==> src/rtl/ppu_timing_pkg.sv <==
// ppu_timing_pkg: shared timing constants and types for the PPU H/V counter.
//   CNT_W / cnt_t : width and type of the horizontal and vertical counts.
//   NTSC_* / PAL_*: dots per line, lines per frame, vertical-blank first/last line.
//   in_range      : inclusive range test on a count value.
package ppu_timing_pkg;

  localparam int unsigned CNT_W = 9;
  typedef logic [CNT_W-1:0] cnt_t;

  localparam int unsigned NTSC_H_TOTAL  = 341;
  localparam int unsigned NTSC_V_TOTAL  = 262;
  localparam int unsigned NTSC_VB_START = 241;
  localparam int unsigned NTSC_VB_END   = 260;

  localparam int unsigned PAL_H_TOTAL   = 341;
  localparam int unsigned PAL_V_TOTAL   = 312;
  localparam int unsigned PAL_VB_START  = 241;
  localparam int unsigned PAL_VB_END    = 310;

  function automatic logic in_range(cnt_t val, cnt_t lo, cnt_t hi);
    return (val >= lo) && (val <= hi);
  endfunction

endpackage

==> src/rtl/hv_counter_if.sv <==
// hv_counter_if: control inputs and timing outputs of the H/V counter.
//   CE, CLR, RENDER           : count enable, synchronous clear, rendering enabled.
//   H_out, V_out              : horizontal / vertical counts.
//   VB, BLNK, ODD, EOL, EOF   : vblank, blanking, frame parity, line/frame wrap pulses.
// Modports: master drives the controls, slave is the counter itself.
interface hv_counter_if;
  import ppu_timing_pkg::*;

  logic CE;
  logic CLR;
  logic RENDER;
  cnt_t H_out;
  cnt_t V_out;
  logic VB;
  logic BLNK;
  logic ODD;
  logic EOL;
  logic EOF;

  modport master (
    output CE, CLR, RENDER,
    input  H_out, V_out, VB, BLNK, ODD, EOL, EOF
  );

  modport slave (
    input  CE, CLR, RENDER,
    output H_out, V_out, VB, BLNK, ODD, EOL, EOF
  );

endinterface

==> src/rtl/hv_wrap_cnt.sv <==
// hv_wrap_cnt: 9-bit wrapping counter.
//   clk, rst : clock, synchronous active-high reset.
//   en       : advance on this edge.
//   clr      : synchronous clear to 0 (over en).
//   term     : last value before wrapping to 0.
//   cnt      : registered count.
//   wrap     : combinational strobe, high when this edge wraps the count.
module hv_wrap_cnt
  import ppu_timing_pkg::*;
(
  input  logic clk,
  input  logic rst,
  input  logic en,
  input  logic clr,
  input  cnt_t term,
  output cnt_t cnt,
  output logic wrap
);

  cnt_t nxt;

  // >= rather than == so a terminal lowered below the current count
  // still wraps instead of running past the total.
  assign wrap = en && (cnt >= term);

  always_comb begin
    nxt = cnt;
    if (clr)       nxt = '0;
    else if (wrap) nxt = '0;
    else if (en)   nxt = cnt + cnt_t'(1);
  end

  always_ff @(posedge clk) begin
    if (rst) cnt <= '0;
    else     cnt <= nxt;
  end

endmodule

==> src/rtl/hv_counter.sv <==
// hv_counter: PPU horizontal/vertical dot and line counter.
//   PCLK : pixel clock, all state on the rising edge.
//   RES  : synchronous active-high reset.
//   bus  : hv_counter_if.slave (CE, CLR, RENDER in; H_out, V_out, VB, BLNK,
//          ODD, EOL, EOF out, all registered).
// Parameters: H_TOTAL, V_TOTAL, VB_START, VB_END (NTSC defaults).
// Build option: define ODD_FRAME_SKIP_EN to drop the last dot of every odd
// rendered frame.
module hv_counter
  import ppu_timing_pkg::*;
#(
  parameter int unsigned H_TOTAL  = NTSC_H_TOTAL,
  parameter int unsigned V_TOTAL  = NTSC_V_TOTAL,
  parameter int unsigned VB_START = NTSC_VB_START,
  parameter int unsigned VB_END   = NTSC_VB_END
)
(
  input  logic         PCLK,
  input  logic         RES,
  hv_counter_if.slave  bus
);

  localparam cnt_t H_LAST = cnt_t'(H_TOTAL - 1);
  localparam cnt_t V_LAST = cnt_t'(V_TOTAL - 1);
  localparam cnt_t VB_LO  = cnt_t'(VB_START);
  localparam cnt_t VB_HI  = cnt_t'(VB_END);

  cnt_t h_cnt;
  cnt_t v_cnt;
  cnt_t h_term;
  cnt_t v_nxt;
  logic h_wrap;
  logic v_wrap;
  logic vb_nxt;
  logic odd;
  logic vb;
  logic blnk;
  logic eol;
  logic eof;

  // The odd-frame skip is a shortened last line: lowering the H terminal
  // makes the line, and therefore the frame, wrap one dot early.
  always_comb begin
    h_term = H_LAST;
`ifdef ODD_FRAME_SKIP_EN
    if (odd && bus.RENDER && (v_cnt == V_LAST))
      h_term = cnt_t'(H_TOTAL - 2);
`endif
  end

  hv_wrap_cnt u_h (
    .clk  (PCLK),
    .rst  (RES),
    .en   (bus.CE),
    .clr  (bus.CLR),
    .term (h_term),
    .cnt  (h_cnt),
    .wrap (h_wrap)
  );

  hv_wrap_cnt u_v (
    .clk  (PCLK),
    .rst  (RES),
    .en   (h_wrap),
    .clr  (bus.CLR),
    .term (V_LAST),
    .cnt  (v_cnt),
    .wrap (v_wrap)
  );

  // Next V value, so VB changes on the same edge as V_out.
  always_comb begin
    v_nxt = v_cnt;
    if (bus.CLR)     v_nxt = '0;
    else if (v_wrap) v_nxt = '0;
    else if (h_wrap) v_nxt = v_cnt + cnt_t'(1);
  end

  assign vb_nxt = in_range(v_nxt, VB_LO, VB_HI);

  always_ff @(posedge PCLK) begin
    if (RES) begin
      odd  <= 1'b0;
      vb   <= 1'b0;
      blnk <= 1'b1;
      eol  <= 1'b0;
      eof  <= 1'b0;
    end else if (bus.CLR) begin
      vb   <= 1'b0;
      blnk <= ~bus.RENDER;
      eol  <= 1'b0;
      eof  <= 1'b0;
    end else begin
      eol  <= h_wrap;
      eof  <= v_wrap;
      if (v_wrap) odd <= ~odd;
      vb   <= vb_nxt;
      blnk <= ~bus.RENDER | vb_nxt;
    end
  end

  assign bus.H_out = h_cnt;
  assign bus.V_out = v_cnt;
  assign bus.VB    = vb;
  assign bus.BLNK  = blnk;
  assign bus.ODD   = odd;
  assign bus.EOL   = eol;
  assign bus.EOF   = eof;

endmodule

==> src/flat_wrapper.sv <==
// flat-port wrapper written by rule: the top's interface ports become plain ports
module hv_counter_flat import ppu_timing_pkg::*;
#(
  parameter int unsigned H_TOTAL  = NTSC_H_TOTAL,
  parameter int unsigned V_TOTAL  = NTSC_V_TOTAL,
  parameter int unsigned VB_START = NTSC_VB_START,
  parameter int unsigned VB_END   = NTSC_VB_END
)
  (PCLK, RES, bus_CE, bus_CLR, bus_RENDER, bus_H_out, bus_V_out, bus_VB, bus_BLNK, bus_ODD, bus_EOL, bus_EOF);
  hv_counter_if bus_i ();
  input  logic PCLK;
  input  logic RES;
  input wire logic [$bits(bus_i.CE)-1:0] bus_CE;
  input wire logic [$bits(bus_i.CLR)-1:0] bus_CLR;
  input wire logic [$bits(bus_i.RENDER)-1:0] bus_RENDER;
  output wire logic [$bits(bus_i.H_out)-1:0] bus_H_out;
  output wire logic [$bits(bus_i.V_out)-1:0] bus_V_out;
  output wire logic [$bits(bus_i.VB)-1:0] bus_VB;
  output wire logic [$bits(bus_i.BLNK)-1:0] bus_BLNK;
  output wire logic [$bits(bus_i.ODD)-1:0] bus_ODD;
  output wire logic [$bits(bus_i.EOL)-1:0] bus_EOL;
  output wire logic [$bits(bus_i.EOF)-1:0] bus_EOF;
  assign bus_i.CE = bus_CE;
  assign bus_i.CLR = bus_CLR;
  assign bus_i.RENDER = bus_RENDER;
  assign bus_H_out = bus_i.H_out;
  assign bus_V_out = bus_i.V_out;
  assign bus_VB = bus_i.VB;
  assign bus_BLNK = bus_i.BLNK;
  assign bus_ODD = bus_i.ODD;
  assign bus_EOL = bus_i.EOL;
  assign bus_EOF = bus_i.EOF;
  hv_counter #(.H_TOTAL(H_TOTAL), .V_TOTAL(V_TOTAL), .VB_START(VB_START), .VB_END(VB_END)) u_core (.PCLK(PCLK), .RES(RES), .bus(bus_i));
endmodule
==> config.mk <==
export PLATFORM = sky130hd
export DESIGN_NAME = hv_counter_flat
export DESIGN_NICKNAME = d
export VERILOG_FILES = /design/src/rtl/ppu_timing_pkg.sv /design/src/rtl/hv_counter_if.sv /design/src/rtl/hv_wrap_cnt.sv /design/src/rtl/hv_counter.sv /design/src/flat_wrapper.sv
export SDC_FILE = /design/constraint.sdc
export NUM_CORES = 1
export LEC_CHECK = 0
export BUFFER_PORTS_ARGS = -buffer_cell sky130_fd_sc_hd__buf_2
export CORE_AREA = 10 10 67 69
export DETAILED_ROUTE_END_ITERATION = 10
export DIE_AREA = 0 0 77 79
export PLACE_DENSITY = 0.68
export SYNTH_ARGS = -nofsm -noshare
export SYNTH_HDL_FRONTEND = slang
export SYNTH_SLANG_ARGS = --single-unit
==> constraint.sdc <==
create_clock -name PCLK -period 2.1 [get_ports PCLK]
set_input_delay 0.315 -clock PCLK [delete_from_list [all_inputs] [get_ports PCLK]]
set_output_delay 0.315 -clock PCLK [all_outputs]
set_load 0.1 [all_outputs]
==> reports/qor.txt <==
number of global-route vias before repair: 1,112
CP Max Fanout: 11
Synth top area share: 37.0%
Simple-Gate Fraction of Synth Area: 25.1%
share of cells above drive strength 1: 32.0%
CTS root buffer: clkbuf_4
Synth Area in Compound Gates: 16.3%
GR Overflow Total: 0
status: finished clean
Antenna diodes: 0
Final Cycle Share: 93.4%
# IOs: 28
fin area: 0.00148 sq mm
Filler Cell Count: 350
FF-to-FF path depth: 6
via/cell ratio: 5.13
Tightest Pin Transition: 0.495 ns
antenna-violating nets left: 0
Vias: 1,118
Die Area: 0.00608 sq mm
CTS tree: built
final core utilization: 45.7%
post-synthesis mux area share: 1.61%
Area Overhead vs Synth: 18.7%
drt drc: 0
synth top area cells: dfxtp_1 37%, nor2_1 8.5%, xnor2_1 6.3%
Slew HR: 67.2%
CTS Sinks: 23
worst hold path class: in2reg
Clock Path Buffers: 2
Die H: 79 microns
Yosys reg bits: 23
max cap viols: 0
Post-Syn Nets: 153
Worst-path clk slew: 0.14 ns
pwr/cell area: 469 mW/mm^2
NumNets Final: 182
Core Box Area: 0.00323 sq mm
placed instance area: 0.00145 sq mm
XOR/XNOR share of the synthesized area: 12.0%
antenna violations before repair: 0
All-Layer GR Usage: 9.86%
Syn Area/Cell: 8.64 sq um
mapped cell area: 0.00124 sq mm
largest net degree at the start of global routing: 14
main combinational cell family by area after synthesis: simple AND/OR/NAND/NOR gates
Worst setup EP type: flip-flop
Peak supply drop: 0.167 mV
starting density of the core: 38.5%
setup TNS: 0 ns
final RePlAce weighted congestion: 0.859
CTS buffer count: 3
Highest Clock Rate: 510 MHz
CP arrival: 2.24 ns
routed wire length: 2890 microns
WHS Path Cells: 2
final hold vios: 0
hold-fix buffers at CTS: 0
fin. max-slew vios: 0
routed len/inst: 13.3 microns
synth unique cells: 39
row count: 21
WHS: 0.170 ns
startpoint type of the worst setup path: flip-flop
initial DRC count: 38
Crit Path Category: reg2reg
unrepaired setup endpoints after global routing: no
Final Critical Period: 1.96 ns
length of the first detailed-routing pass in iterations: 4
Synth Area in Adders: 4.02%
first-pass GRT wire length: 5090 microns
Final Setup Violations: 0
Die Span X: 77 microns
placed cells: 214
Port-buffer cells: 27
CP Data Required Time: 2.38 ns
post-route insts no fill: 218
Worst Skew: 0.00992 ns
cell type with the largest total area after synthesis: dfxtp_1
dpl hpwl: 2230 microns
clk_lat worst skew: 0.33 ns
Syn Inst Count: 144
H-tree Lvls: 1
Leak: 0.000579 uW
sequential area share after synthesis: 37.0%
Yosys warning count: 0
synthesized netlist by cell type:
cell and count:
nor2_1 28, nand2_1 9, o21ai_1 1, dfxtp_1 23
a2bb2oi_1 1, a211oi_1 1, o32ai_1 1, xor2_1 8
nand4b_1 1, buf_2 4, and2b_1 1, a41oi_1 1
nor3_1 5, a21o_1 2, a21oi_1 5, a31oi_1 3
a2111oi_2 1, inv_1 4, o2111ai_1 2, nor2b_1 1
buf_6 1, o2bb2ai_1 1, nand2b_1 1, ha_1 4
nand4_1 6, and3_1 4, xnor2_1 9, nor3_2 1
or4_4 1, a2111oi_1 1, o31a_1 1, or2_2 2
nor3b_1 1, o21ai_4 1, clkbuf_1 1, o211ai_1 1
mux2i_1 2, o31ai_4 1, nand3_1 3
where the power goes:
part / switching [uW] / internal, uW
combinational: 31.6 / 9.42
sequential: 2.81 / 434
clock: 142 / 71.5
total: 177 / 515
critical path, cell delays in order, from the launching register on:
cell and delay, ns:
dfxtp_4 0.41, or4_4 0.55, o31ai_4 0.30, o21ai_4 0.15
nor3_2 0.21, o2111ai_1 0.17, nand4b_1 0.13
metrics by stage:
stage	total power (uW)	setup slack, ns
2_1_floorplan	479	0.00691
3_3_place_gp	489	0.135
3_5_place_dp	490	0.144
4_1_cts	700	0.114
5_1_grt	724	0.0132
6_report	692	0.139
state kept, by name, summed over array words and instances, names as in the netlist:
name / count
u_core.bus.ODD: 1
u_core.u_v.cnt: 9
u_core.u_h.cnt: 9
u_core.bus.EOF: 1
u_core.bus.EOL: 1
u_core.bus.BLNK: 1
u_core.bus.VB: 1
final timing paths:
path	start	to	slack [ns]
setup / recovery	u_core.u_v.cnt[3]	u_core.bus.BLNK	0.14
hold / removal	bus_RENDER	u_core.bus.BLNK	0.17
setup reg to reg	u_core.u_v.cnt[3]	u_core.bus.BLNK	0.14
hold reg to reg	u_core.u_h.cnt[8]	u_core.u_h.cnt[8]	0.52
cell families after synthesis:
logic type,after synthesis
simple gates,64
buf+inv,10
compound gates,24
fa+ha+maj,4
xor+xnor,17
mux,2
flops,23
what timing repair did:
item | 4_1_cts | 5_1_grt
gates resized for setup | 0 | 1
endpoints found under the setup margin | 0 | 1
buffers inserted | 0 | 0
layout make-up:
type	instances	area, sq um	area share, %
Inverter	4	15.0	1.02
Timing Repair Buffer	30	158	10.7
Clock buffer	3	22.5	1.53
Multi-Input combinational cell	111	733	49.7
Clock inverter	1	5.00	0.339
Sequential cell	23	485	32.9
Tap cell	46	57.6	3.90
routing by layer:
metal	part of all wire [%]	GRT usage [%]
met3	7.1	3.27
met4	1.9	4.56
met1	48	12.0
met5	0	0
met2	43	15.4
placed cells by master, fill, tap and decap left out, types with 2 or more instances in the layout:
cell,count
xor2_1,8
a21o_1,2
buf_2,27
dfxtp_2,11
nor2_1,28
dfxtp_4,3
xnor2_1,9
inv_1,4
dfxtp_1,9
nand4_1,6
mux2i_1,2
nor3_1,5
and3_1,4
or2_2,2
nand2_1,9
o2111ai_1,2
buf_4,3
nand3_1,3
ha_1,4
clkbuf_4,3
a21oi_1,5
a31oi_1,3
Note: power is estimated with default switching activity, not from simulation.
